## config.mk

```make
export PLATFORM = sky130hd
export DESIGN_NAME = mem_stage_access_unit_flat
export DESIGN_NICKNAME = d
export VERILOG_FILES = /design/src/rtl/mem_access_pkg.sv /design/src/rtl/mem_stage_access_unit_if.sv /design/src/rtl/load_store_align.sv /design/src/rtl/mem_stage_access_unit.sv /design/src/flat_wrapper.sv
export SDC_FILE = /design/constraint.sdc
export NUM_CORES = 1
export LEC_CHECK = 0
export ABC_AREA = 1
export BUFFER_PORTS_ARGS = -buffer_cell sky130_fd_sc_hd__clkbuf_2
export CAP_MARGIN = 40
export CORE_MARGIN = 8
export CORE_UTILIZATION = 30
export CTS_CLUSTER_DIAMETER = 30
export DETAILED_ROUTE_END_ITERATION = 10
export PLACE_DENSITY = 0.58
export SLEW_MARGIN = 10
export SYNTH_ARGS = -nofsm -noshare
export SYNTH_HDL_FRONTEND = slang
export SYNTH_SLANG_ARGS = --single-unit
```

## constraint.sdc

```tcl
create_clock -name clock -period 2 [get_ports clock]
set_input_delay 0.2 -clock clock [delete_from_list [all_inputs] [get_ports clock]]
set_output_delay 0.2 -clock clock [all_outputs]
set_load 0.01 [all_outputs]
```

## src/rtl/mem_access_pkg.sv

```systemverilog
// Shared definitions for the memory-stage access unit.
// Contents:
//   OP_*                funct3 encodings of the load/store access widths
//   BUS_TIMEOUT_DEFAULT default number of WAIT cycles before a bus abort
//   state_t             access FSM state encoding
package mem_access_pkg;

   localparam logic [2:0] OP_B  = 3'b000;
   localparam logic [2:0] OP_H  = 3'b001;
   localparam logic [2:0] OP_W  = 3'b010;
   localparam logic [2:0] OP_BU = 3'b100;
   localparam logic [2:0] OP_HU = 3'b101;

   localparam int unsigned BUS_TIMEOUT_DEFAULT = 255;

   typedef enum logic [1:0] {
      ST_IDLE = 2'd0,
      ST_WAIT = 2'd1,
      ST_DONE = 2'd2
   } state_t;

endpackage

```

## src/rtl/mem_stage_access_unit_if.sv

```systemverilog
// Single-outstanding req/ack data bus between the memory stage and memory.
// Signals:
//   bus_req          access request, held until ack or abort
//   bus_we           1 = write
//   bus_addr         word address
//   bus_wdata        lane-replicated store data
//   bus_byte_enable  active byte lanes
//   bus_rdata        read data, valid with bus_ack
//   bus_ack          one-cycle completion
// Modports: master (the access unit), slave (the memory side).
interface mem_stage_access_unit_if;

   logic        bus_req;
   logic        bus_we;
   logic [31:0] bus_addr;
   logic [31:0] bus_wdata;
   logic [3:0]  bus_byte_enable;
   logic [31:0] bus_rdata;
   logic        bus_ack;

   modport master (
      output bus_req, bus_we, bus_addr, bus_wdata, bus_byte_enable,
      input  bus_rdata, bus_ack
   );

   modport slave (
      input  bus_req, bus_we, bus_addr, bus_wdata, bus_byte_enable,
      output bus_rdata, bus_ack
   );

endinterface

```

## src/rtl/load_store_align.sv

```systemverilog
// Combinational byte-lane steering for loads and stores.
// Ports:
//   addr_lo_i     address bits [1:0]
//   op_len_i      funct3 access width
//   store_data_i  store data from rs2
//   read_data_i   raw bus read data
//   wdata_o       lane-replicated store data
//   byte_en_o     active byte lanes
//   load_data_o   extracted and extended load value
//   misaligned_o  halfword/word access not naturally aligned
//   illegal_o     op_len_i is not a defined access width
module load_store_align
   import mem_access_pkg::*;
(
   input  logic [1:0]  addr_lo_i,
   input  logic [2:0]  op_len_i,
   input  logic [31:0] store_data_i,
   input  logic [31:0] read_data_i,
   output logic [31:0] wdata_o,
   output logic [3:0]  byte_en_o,
   output logic [31:0] load_data_o,
   output logic        misaligned_o,
   output logic        illegal_o
);

   logic [31:0] shifted;

   // Addressed byte moved down to lane 0 before width selection.
   assign shifted = read_data_i >> {addr_lo_i, 3'b000};

   always_comb begin
      wdata_o      = store_data_i;
      byte_en_o    = 4'b1111;
      load_data_o  = shifted;
      misaligned_o = 1'b0;
      illegal_o    = 1'b0;
      case (op_len_i)
         OP_B, OP_BU: begin
            wdata_o     = {4{store_data_i[7:0]}};
            byte_en_o   = 4'b0001 << addr_lo_i;
            load_data_o = (op_len_i == OP_B) ? {{24{shifted[7]}}, shifted[7:0]}
                                             : {24'd0, shifted[7:0]};
         end
         OP_H, OP_HU: begin
            wdata_o      = {2{store_data_i[15:0]}};
            byte_en_o    = 4'b0011 << {addr_lo_i[1], 1'b0};
            load_data_o  = (op_len_i == OP_H) ? {{16{shifted[15]}}, shifted[15:0]}
                                              : {16'd0, shifted[15:0]};
            misaligned_o = addr_lo_i[0];
         end
         OP_W: begin
            misaligned_o = |addr_lo_i;
         end
         default: begin
            illegal_o = 1'b1;
         end
      endcase
   end

endmodule

```

## src/rtl/mem_stage_access_unit.sv

```systemverilog
// Memory-stage data access unit of the RV32I pipeline. Performs the load or
// store of the instruction in EX/MEM on a single-outstanding req/ack bus,
// stalls the front of the pipeline while the access is in flight and
// presents the write-back value to MEM/WB.
// Ports:
//   clock, reset             rising-edge clock, synchronous active-high reset
//   mem_result               effective address or pass-through ALU value
//   mem_rs2_data_forwarded   store data
//   mem_rd, mem_reg_write    destination and its write enable
//   mem_mem_write/read       store / load
//   mem_mem_op_length        funct3 access width
//   bus                      data bus (master side)
//   stall                    hold PC, IF/ID, ID/EX, EX/MEM
//   wb_data, wb_rd           value and destination for MEM/WB
//   wb_reg_write             qualified write enable
//   access_fault             misaligned or illegal access
//   bus_error                timeout abort pulse
module mem_stage_access_unit
   import mem_access_pkg::*;
#(
   parameter int unsigned BUS_TIMEOUT = BUS_TIMEOUT_DEFAULT
)(
   input  logic        clock,
   input  logic        reset,
   input  logic [31:0] mem_result,
   input  logic [31:0] mem_rs2_data_forwarded,
   input  logic [4:0]  mem_rd,
   input  logic        mem_reg_write,
   input  logic        mem_mem_write,
   input  logic        mem_mem_read,
   input  logic [2:0]  mem_mem_op_length,
   mem_stage_access_unit_if.master bus,
   output logic        stall,
   output logic [31:0] wb_data,
   output logic [4:0]  wb_rd,
   output logic        wb_reg_write,
   output logic        access_fault,
   output logic        bus_error
);

   localparam logic [7:0] LAST_WAIT = 8'(BUS_TIMEOUT - 1);

   state_t      state_q, state_d;
   logic [7:0]  wait_cnt_q, wait_cnt_d;
   logic [31:0] load_q, load_d;
   logic        abort_q, abort_d;

   logic [31:0] wdata, load_ext;
   logic [3:0]  byte_en;
   logic        misaligned, illegal;
   logic        any_access, access_ok;
   logic        req, stall_c, fault_c, err_c, wb_we_c;
   logic [31:0] wb_data_c;

   load_store_align u_align (
      .addr_lo_i    (mem_result[1:0]),
      .op_len_i     (mem_mem_op_length),
      .store_data_i (mem_rs2_data_forwarded),
      .read_data_i  (bus.bus_rdata),
      .wdata_o      (wdata),
      .byte_en_o    (byte_en),
      .load_data_o  (load_ext),
      .misaligned_o (misaligned),
      .illegal_o    (illegal)
   );

   assign any_access = mem_mem_read | mem_mem_write;
   assign access_ok  = (mem_mem_read ^ mem_mem_write) & ~illegal & ~misaligned;

   always_comb begin
      state_d    = state_q;
      wait_cnt_d = wait_cnt_q;
      load_d     = load_q;
      abort_d    = abort_q;
      req        = 1'b0;
      stall_c    = 1'b0;
      fault_c    = 1'b0;
      err_c      = 1'b0;
      wb_we_c    = 1'b0;
      wb_data_c  = mem_result;
      case (state_q)
         ST_IDLE: begin
            if (access_ok) begin
               req        = 1'b1;
               stall_c    = 1'b1;
               wait_cnt_d = 8'd0;
               abort_d    = 1'b0;
               if (bus.bus_ack) begin
                  load_d  = load_ext;
                  state_d = ST_DONE;
               end else begin
                  state_d = ST_WAIT;
               end
            end else if (any_access) begin
               fault_c = 1'b1;
            end else begin
               wb_we_c = mem_reg_write;
            end
         end
         ST_WAIT: begin
            stall_c = 1'b1;
            // An ack arriving in the final WAIT cycle still completes the access.
            if (bus.bus_ack) begin
               req     = 1'b1;
               load_d  = load_ext;
               state_d = ST_DONE;
            end else if (wait_cnt_q == LAST_WAIT) begin
               err_c   = 1'b1;
               abort_d = 1'b1;
               state_d = ST_DONE;
            end else begin
               req        = 1'b1;
               wait_cnt_d = wait_cnt_q + 8'd1;
            end
         end
         ST_DONE: begin
            wb_data_c = load_q;
            wb_we_c   = mem_reg_write & mem_mem_read & ~abort_q;
            state_d   = ST_IDLE;
         end
         default: begin
            state_d = ST_IDLE;
         end
      endcase
   end

   always_ff @(posedge clock) begin
      if (reset) begin
         state_q    <= ST_IDLE;
         wait_cnt_q <= 8'd0;
         load_q     <= 32'd0;
         abort_q    <= 1'b0;
      end else begin
         state_q    <= state_d;
         wait_cnt_q <= wait_cnt_d;
         load_q     <= load_d;
         abort_q    <= abort_d;
      end
   end

   // Reset forces every output low combinationally, so a reset during WAIT
   // releases the bus and the pipeline in the same cycle.
   assign bus.bus_req         = req & ~reset;
   assign bus.bus_we          = req & ~reset & mem_mem_write;
   assign bus.bus_addr        = (req & ~reset) ? {mem_result[31:2], 2'b00} : 32'd0;
   assign bus.bus_wdata       = (req & ~reset) ? wdata : 32'd0;
   assign bus.bus_byte_enable = (req & ~reset) ? byte_en : 4'd0;

   assign stall        = stall_c & ~reset;
   assign wb_data      = reset ? 32'd0 : wb_data_c;
   assign wb_rd        = reset ? 5'd0 : mem_rd;
   assign wb_reg_write = wb_we_c & ~reset;
   assign access_fault = fault_c & ~reset;
   assign bus_error    = err_c & ~reset;

endmodule
```

## src/flat_wrapper.sv

```systemverilog
// flat-port wrapper written by rule: the top's interface ports become plain ports
module mem_stage_access_unit_flat import mem_access_pkg::*;
#(
   parameter int unsigned BUS_TIMEOUT = BUS_TIMEOUT_DEFAULT
)
  (clock, reset, mem_result, mem_rs2_data_forwarded, mem_rd, mem_reg_write, mem_mem_write, mem_mem_read, mem_mem_op_length, stall, wb_data, wb_rd, wb_reg_write, access_fault, bus_error, bus_bus_req, bus_bus_we, bus_bus_addr, bus_bus_wdata, bus_bus_byte_enable, bus_bus_rdata, bus_bus_ack);
  mem_stage_access_unit_if bus_i ();
  input  logic clock;
  input  logic reset;
  input  logic [31:0] mem_result;
  input  logic [31:0] mem_rs2_data_forwarded;
  input  logic [4:0] mem_rd;
  input  logic mem_reg_write;
  input  logic mem_mem_write;
  input  logic mem_mem_read;
  input  logic [2:0] mem_mem_op_length;
  output logic stall;
  output logic [31:0] wb_data;
  output logic [4:0] wb_rd;
  output logic wb_reg_write;
  output logic access_fault;
  output logic bus_error;
  output wire logic [$bits(bus_i.bus_req)-1:0] bus_bus_req;
  output wire logic [$bits(bus_i.bus_we)-1:0] bus_bus_we;
  output wire logic [$bits(bus_i.bus_addr)-1:0] bus_bus_addr;
  output wire logic [$bits(bus_i.bus_wdata)-1:0] bus_bus_wdata;
  output wire logic [$bits(bus_i.bus_byte_enable)-1:0] bus_bus_byte_enable;
  input wire logic [$bits(bus_i.bus_rdata)-1:0] bus_bus_rdata;
  input wire logic [$bits(bus_i.bus_ack)-1:0] bus_bus_ack;
  assign bus_bus_req = bus_i.bus_req;
  assign bus_bus_we = bus_i.bus_we;
  assign bus_bus_addr = bus_i.bus_addr;
  assign bus_bus_wdata = bus_i.bus_wdata;
  assign bus_bus_byte_enable = bus_i.bus_byte_enable;
  assign bus_i.bus_rdata = bus_bus_rdata;
  assign bus_i.bus_ack = bus_bus_ack;
  mem_stage_access_unit #(.BUS_TIMEOUT(BUS_TIMEOUT)) u_core (.clock(clock), .reset(reset), .mem_result(mem_result), .mem_rs2_data_forwarded(mem_rs2_data_forwarded), .mem_rd(mem_rd), .mem_reg_write(mem_reg_write), .mem_mem_write(mem_mem_write), .mem_mem_read(mem_mem_read), .mem_mem_op_length(mem_mem_op_length), .bus(bus_i), .stall(stall), .wb_data(wb_data), .wb_rd(wb_rd), .wb_reg_write(wb_reg_write), .access_fault(access_fault), .bus_error(bus_error));
endmodule
```

After elaboration in Yosys (flattened, before gate mapping)
Index checks and enable logic that the tools add are counted.
Word-level totals
  register bits after elaboration: 43
  bits of input ports: 110
  output and inout port bits: 111
  word-level logic and storage cells: 88
Operators by class
  add/subtract/negate cells: 1
  equality and inequality tests: 12
  shift operators: 3
  mux-type cells: 42
  bitwise gates (word level): 15
  reduce and logical (&&, ||, !) cells: 11
Operator list (number)
  $mux 32: 8
  $pmux 32 s2: 3
  $shr 32x5->32: 1
  $mux 8: 3
  $pmux 8 s2: 1
  $mux 1: 14
  $and 1x1->1: 10
  $pmux 1 s2: 5
  $add 8x1->8 const B: 1
  $eq 8x8->1 const B: 1
  $mux 2: 4
  $pmux 4 s2: 1
  $reduce_and 4->1: 2
  $eq 3x3->1 const B: 2
  $reduce_or 2->1: 3
  $mux 5: 1
  $reduce_or 5->1: 1
  $mux 4: 1
  $ne 2x1->1 const B: 2
  $ne 2x2->1 const B: 2
  $pmux 2 s2: 1
  $reduce_and 2->1: 2
  $shl 1x2->4 const A: 1
  $shl 2x2->4 const A: 1
  11 further kinds: 13

Depth between registers and ports, before layout
  word-level depth: 9
  depth in mapped cells: 12
  mapped depth without buffers: 10

Hierarchy
A second synthesis with hierarchy kept.
Unflattened totals
  cells, all modules: 809
  area, all modules: 4366.7 sq um
By module, submodules not included
  mem_stage_access_unit: times used 1, cells each 564, area each 3186.8 sq um
  load_store_align: times used 1, cells each 245, area each 1179.9 sq um

Least setup slack after synthesis
OpenSTA, ideal clock, no wires.
  kind: reg-to-output
  start: register u_core.wait_cnt_q[0]
  end: output port bus_bus_wdata[15]
  arrival: 1.423 ns
  setup slack: 0.377 ns
  cell stages (with the launch flop): 11
  path through: dfxtp_1 > inv_1 > ha_1 > nand2_1 > nor2_1 > nand2_1 > o21ai_1 > nand2_1 > nand2_1 > buf_4 > nor3_1
Between the ends
  word-level cells in the longest chain between the ends: 6
Ends and longest elaborated chain
  start: declaration: line mem_stage_access_unit.sv:44  | logic [7:0] wait_cnt_q, wait_cnt_d;
  start signal: assignment: line mem_stage_access_unit.sv:135  | wait_cnt_q <= wait_cnt_d;
  $eq 8x8->1: line mem_stage_access_unit.sv:107  | end else if (wait_cnt_q == LAST_WAIT) begin
  $mux 1: line mem_stage_access_unit.sv:107
  $mux 1: line mem_stage_access_unit.sv:103  | if (bus.bus_ack) begin
  $pmux 1 s2: line mem_stage_access_unit.sv:81  | case (state_q)
  $and 1x1->1: line mem_stage_access_unit.sv:146  | assign bus.bus_wdata = (req & ~reset) ? wdata : 32'd0;
  $mux 32: line mem_stage_access_unit.sv:146
  end: declaration: line flat_wrapper.sv:26  | output wire logic [$bits(bus_i.bus_wdata)-1:0] bus_bus_wdata;
No other way between the ends.

Worst setup path after layout
  start: register u_core.wait_cnt_q[0]
  end: output port bus_bus_wdata[24]
The elaborated chain is that of the path after synthesis.

==> run_results.csv <==
group,metric,value,unit
sta,rsz0062_at_grt,"true",
cells_and_area,area_growth,46.7,%
sta,relSlewSlack,0.660,
floorplan,die_w,130,um
grt,grt_pass1_vias,4997,
yosys,synth_edf_count,0,
yosys,async_reset_ff_frac,0,
pwr,power_density,501,nW/um2
sta,hold_viol,0,
detailed_routing,routedWlPerCell,14.2,um
critical_path,r2r_start,"u_core.wait_cnt_q[0]",
floorplan,fp.coreArea,12700,um2
yosys,ys_warn_count,0,
min_path,hold_depth,3,
run_status,violations,"setup timing",
sta,clock.fmax,490,MHz
clocking,cts.sinks,43,
critical_path,cp_slowest_cell,"dfxtp_2",
yosys,yosys.area.top_type_share,0.220,
critical_path,start_kind,"register",
pwr,power,2.87,mW
detailed_routing,ant_nets,0,
critical_path,path_max_fanout,5,
critical_path,rr_worst_depth,12,
detailed_routing,avgViaCountPerCell,4.59,
yosys,netlist_top_cells_area,"dfxtp_1, nand2_1, nor2_1",
critical_path,slowest_delay,320,ps
place,dp_hpwl,12.3,mm
detailed_routing,drt_iter0_markers,289,
min_path,hold_path_end,"u_core.wait_cnt_q[6]",
sta,setup_violations,21,
place,port_buffers,218,
grt,met3_usage,0.0498,
detailed_routing,drc,0,
grt,grt_pass1_wl,24.4,mm
grt,grt-ovfl-total,0,
cells_and_area,final_common_cell,"clkbuf_2",
clocking,cts_buffers,5,
min_path,hp-start,"reset",
clocking,tritoncts,"built",
critical_path,endpoint_kind,"output port",
floorplan,die_y,130,um
grt,antenna_found_initial,0,
yosys,synthCells,726,
clocking,cts-root-buf,"clkbuf_16",
floorplan,ios,221,
sta,period_needed,2040,ps
grt,met2_usage,0.298,
critical_path,cp.depth,12,
cells_and_area,fin_nets,1056,
critical_path,required,1800,ps
clocking,insertion_delay,290,ps
critical_path,ff2ff_setup_slack,320,ps
sta,hold_slack,316,ps
clocking,cts_hold_buf,0,
sta,period_share,1.02,
critical_path,path_class,"register to output port",
run_status,run_status,"finished, violations left",
critical_path,cp_cell_sequence,"inv_2 > ha_2 > nand2_1 > nor2_1 > nand2_1 > o21ai_2 > nand2_2 > nand2_8 > buf_12 > clkbuf_16 > nor2_1 > clkbuf_2",
yosys,synth_top_area_cell,"dfxtp_1",
job,cap_violations,0,
cells_and_area,diodes,0,
min_path,hold_path.class,"primary input to register",
detailed_routing,firstDrtPassIters,5,
yosys,ys_ff_latch,43,
place,place_area,5220,um2
critical_path,crit_buf_inv,4,
place,place_congestion,0.837,
critical_path,r2r_end,"u_core.wait_cnt_q[1]",
detailed_routing,vias,5126,
critical_path,path_delay_family,"simple AND/OR/NAND/NOR gates",
pwr,leakage,3.24,nW
sta,tightestPinTransition,508,ps
yosys,synth_cell_type_count,27,
sta,fin_worst_skew,12.7,ps
grt,grt_max_degree,50,
yosys,synth.avg_cell_area,5.38,um2
detailed_routing,wirelength,15.8,mm
yosys,netlist_area,3910,um2
grt,use_met1,0.218,
clocking,cts.clk_slew.worst_paths,60,ps
floorplan,dieArea,16900,um2
sta,maxSlewViolCount,0,
critical_path,crit_arrival,1840,ps
pwr,ir_drop,278,uV
cells_and_area,drive_gt1_frac,0.338,
cells_and_area,final_cell_mix,"clkbuf_2, nand2_1, nor2_1",
grt,track_usage,0.178,
floorplan,rows,41,
sta,layout_setup_ws,-39.0,ps
yosys,yosysSeqAreaShare,0.220,
floorplan,start_util,0.308,
clocking,clockBufferDepth,2,
yosys,synth_flop_cell,"dfxtp_1",
clocking,h-tree-depth,2,
cells_and_area,final_util,0.453,
grt,top_usage_layer,"met2",
cells_and_area,design_area,5730,um2
-- layer usage --
layer,wire length (um),part of all wire
met1,6740,0.43
met2,7240,0.46
met3,1590,0.10
met4,255,0.016
met5,0,0
-- where the power goes --
part	leakage, nW	internal, mW	total (mW)	switching, mW
sequential	0.352	0.916	0.937	0.0206
combinational	2.83	0.456	1.14	0.681
clock	0.0669	0.461	0.799	0.338
-- final cells by class --
class | instances | area (um2)
multi-input cells | 542 | 2580
clock inverters | 2 | 12.5
flip-flops and latches | 43 | 865
well taps | 172 | 215
repair buffers | 254 | 1570
clock buffers | 6 | 129
fillers | 1439 | 6940
inverters | 97 | 364
-- tightest hold or removal path: cells and delay by family --
kind	cells	cell delay, ps
buffers and inverters	2	290
AOI/OAI and AO/OA	1	50
-- cells in the mapped netlist, drive strengths merged (3+ instances only) --
cell type,instances
nand4,3
nor2,168
clkbuf,23
nand3,44
nand3b,8
dfxtp,43
nand2,162
buf,22
a21oi,75
o21ai,68
inv,97
ha,3
nor3,5
-- how the worst max path moves through the flow --
stage,start,end,slack (ps)
after floorplan,u_core.wait_cnt_q[0],bus_bus_wdata[15],380
after global placement,u_core.wait_cnt_q[0],bus_bus_wdata[15],230
after detailed placement,u_core.wait_cnt_q[0],bus_bus_wdata[15],230
after CTS,u_core.wait_cnt_q[0],bus_bus_addr[3],-40
after global routing,u_core.wait_cnt_q[0],bus_bus_wdata[24],-150
final,u_core.wait_cnt_q[0],bus_bus_wdata[24],-40
-- state kept, by name, summed over array words and instances, names as in the netlist --
signal	flops
u_core.abort_q	1
u_core.load_q	32
u_core.state_q	2
u_core.wait_cnt_q	8
-- kinds of logic (layout without fill, tap and decap cells) --
logic type,after synthesis,count (layout),synth area share
DFF,43,43,0.220
AOI/OAI and AO/OA,146,146,0.189
xor gates and xnor gates,1,1,0.00224
buffers and inverters,142,359,0.155
and+or+nand+nor,390,390,0.423
other,1,2,0.000960
adders and majority gates,3,3,0.00961
-- metrics by stage --
stage / cells / worst slack [ps] / setup TNS [ps]
3_5_place_dp: 1097 / 227 / 0
5_1_grt: 1116 / -145 / -7450
6_report: 1116 / -39.0 / -476
4_1_cts: 1114 / -43.2 / -454
3_3_place_gp: 1097 / 229 / 0
2_1_floorplan: 727 / 377 / 0
-- what timing repair did --
item                       CTS  global route
pin swaps                    0             1
setup endpoints to repair   68            72
gates resized for setup     16            48
gates cloned                 3             1
setup buffers                6             2
No activity file was read; power rests on OpenSTA's default activity.
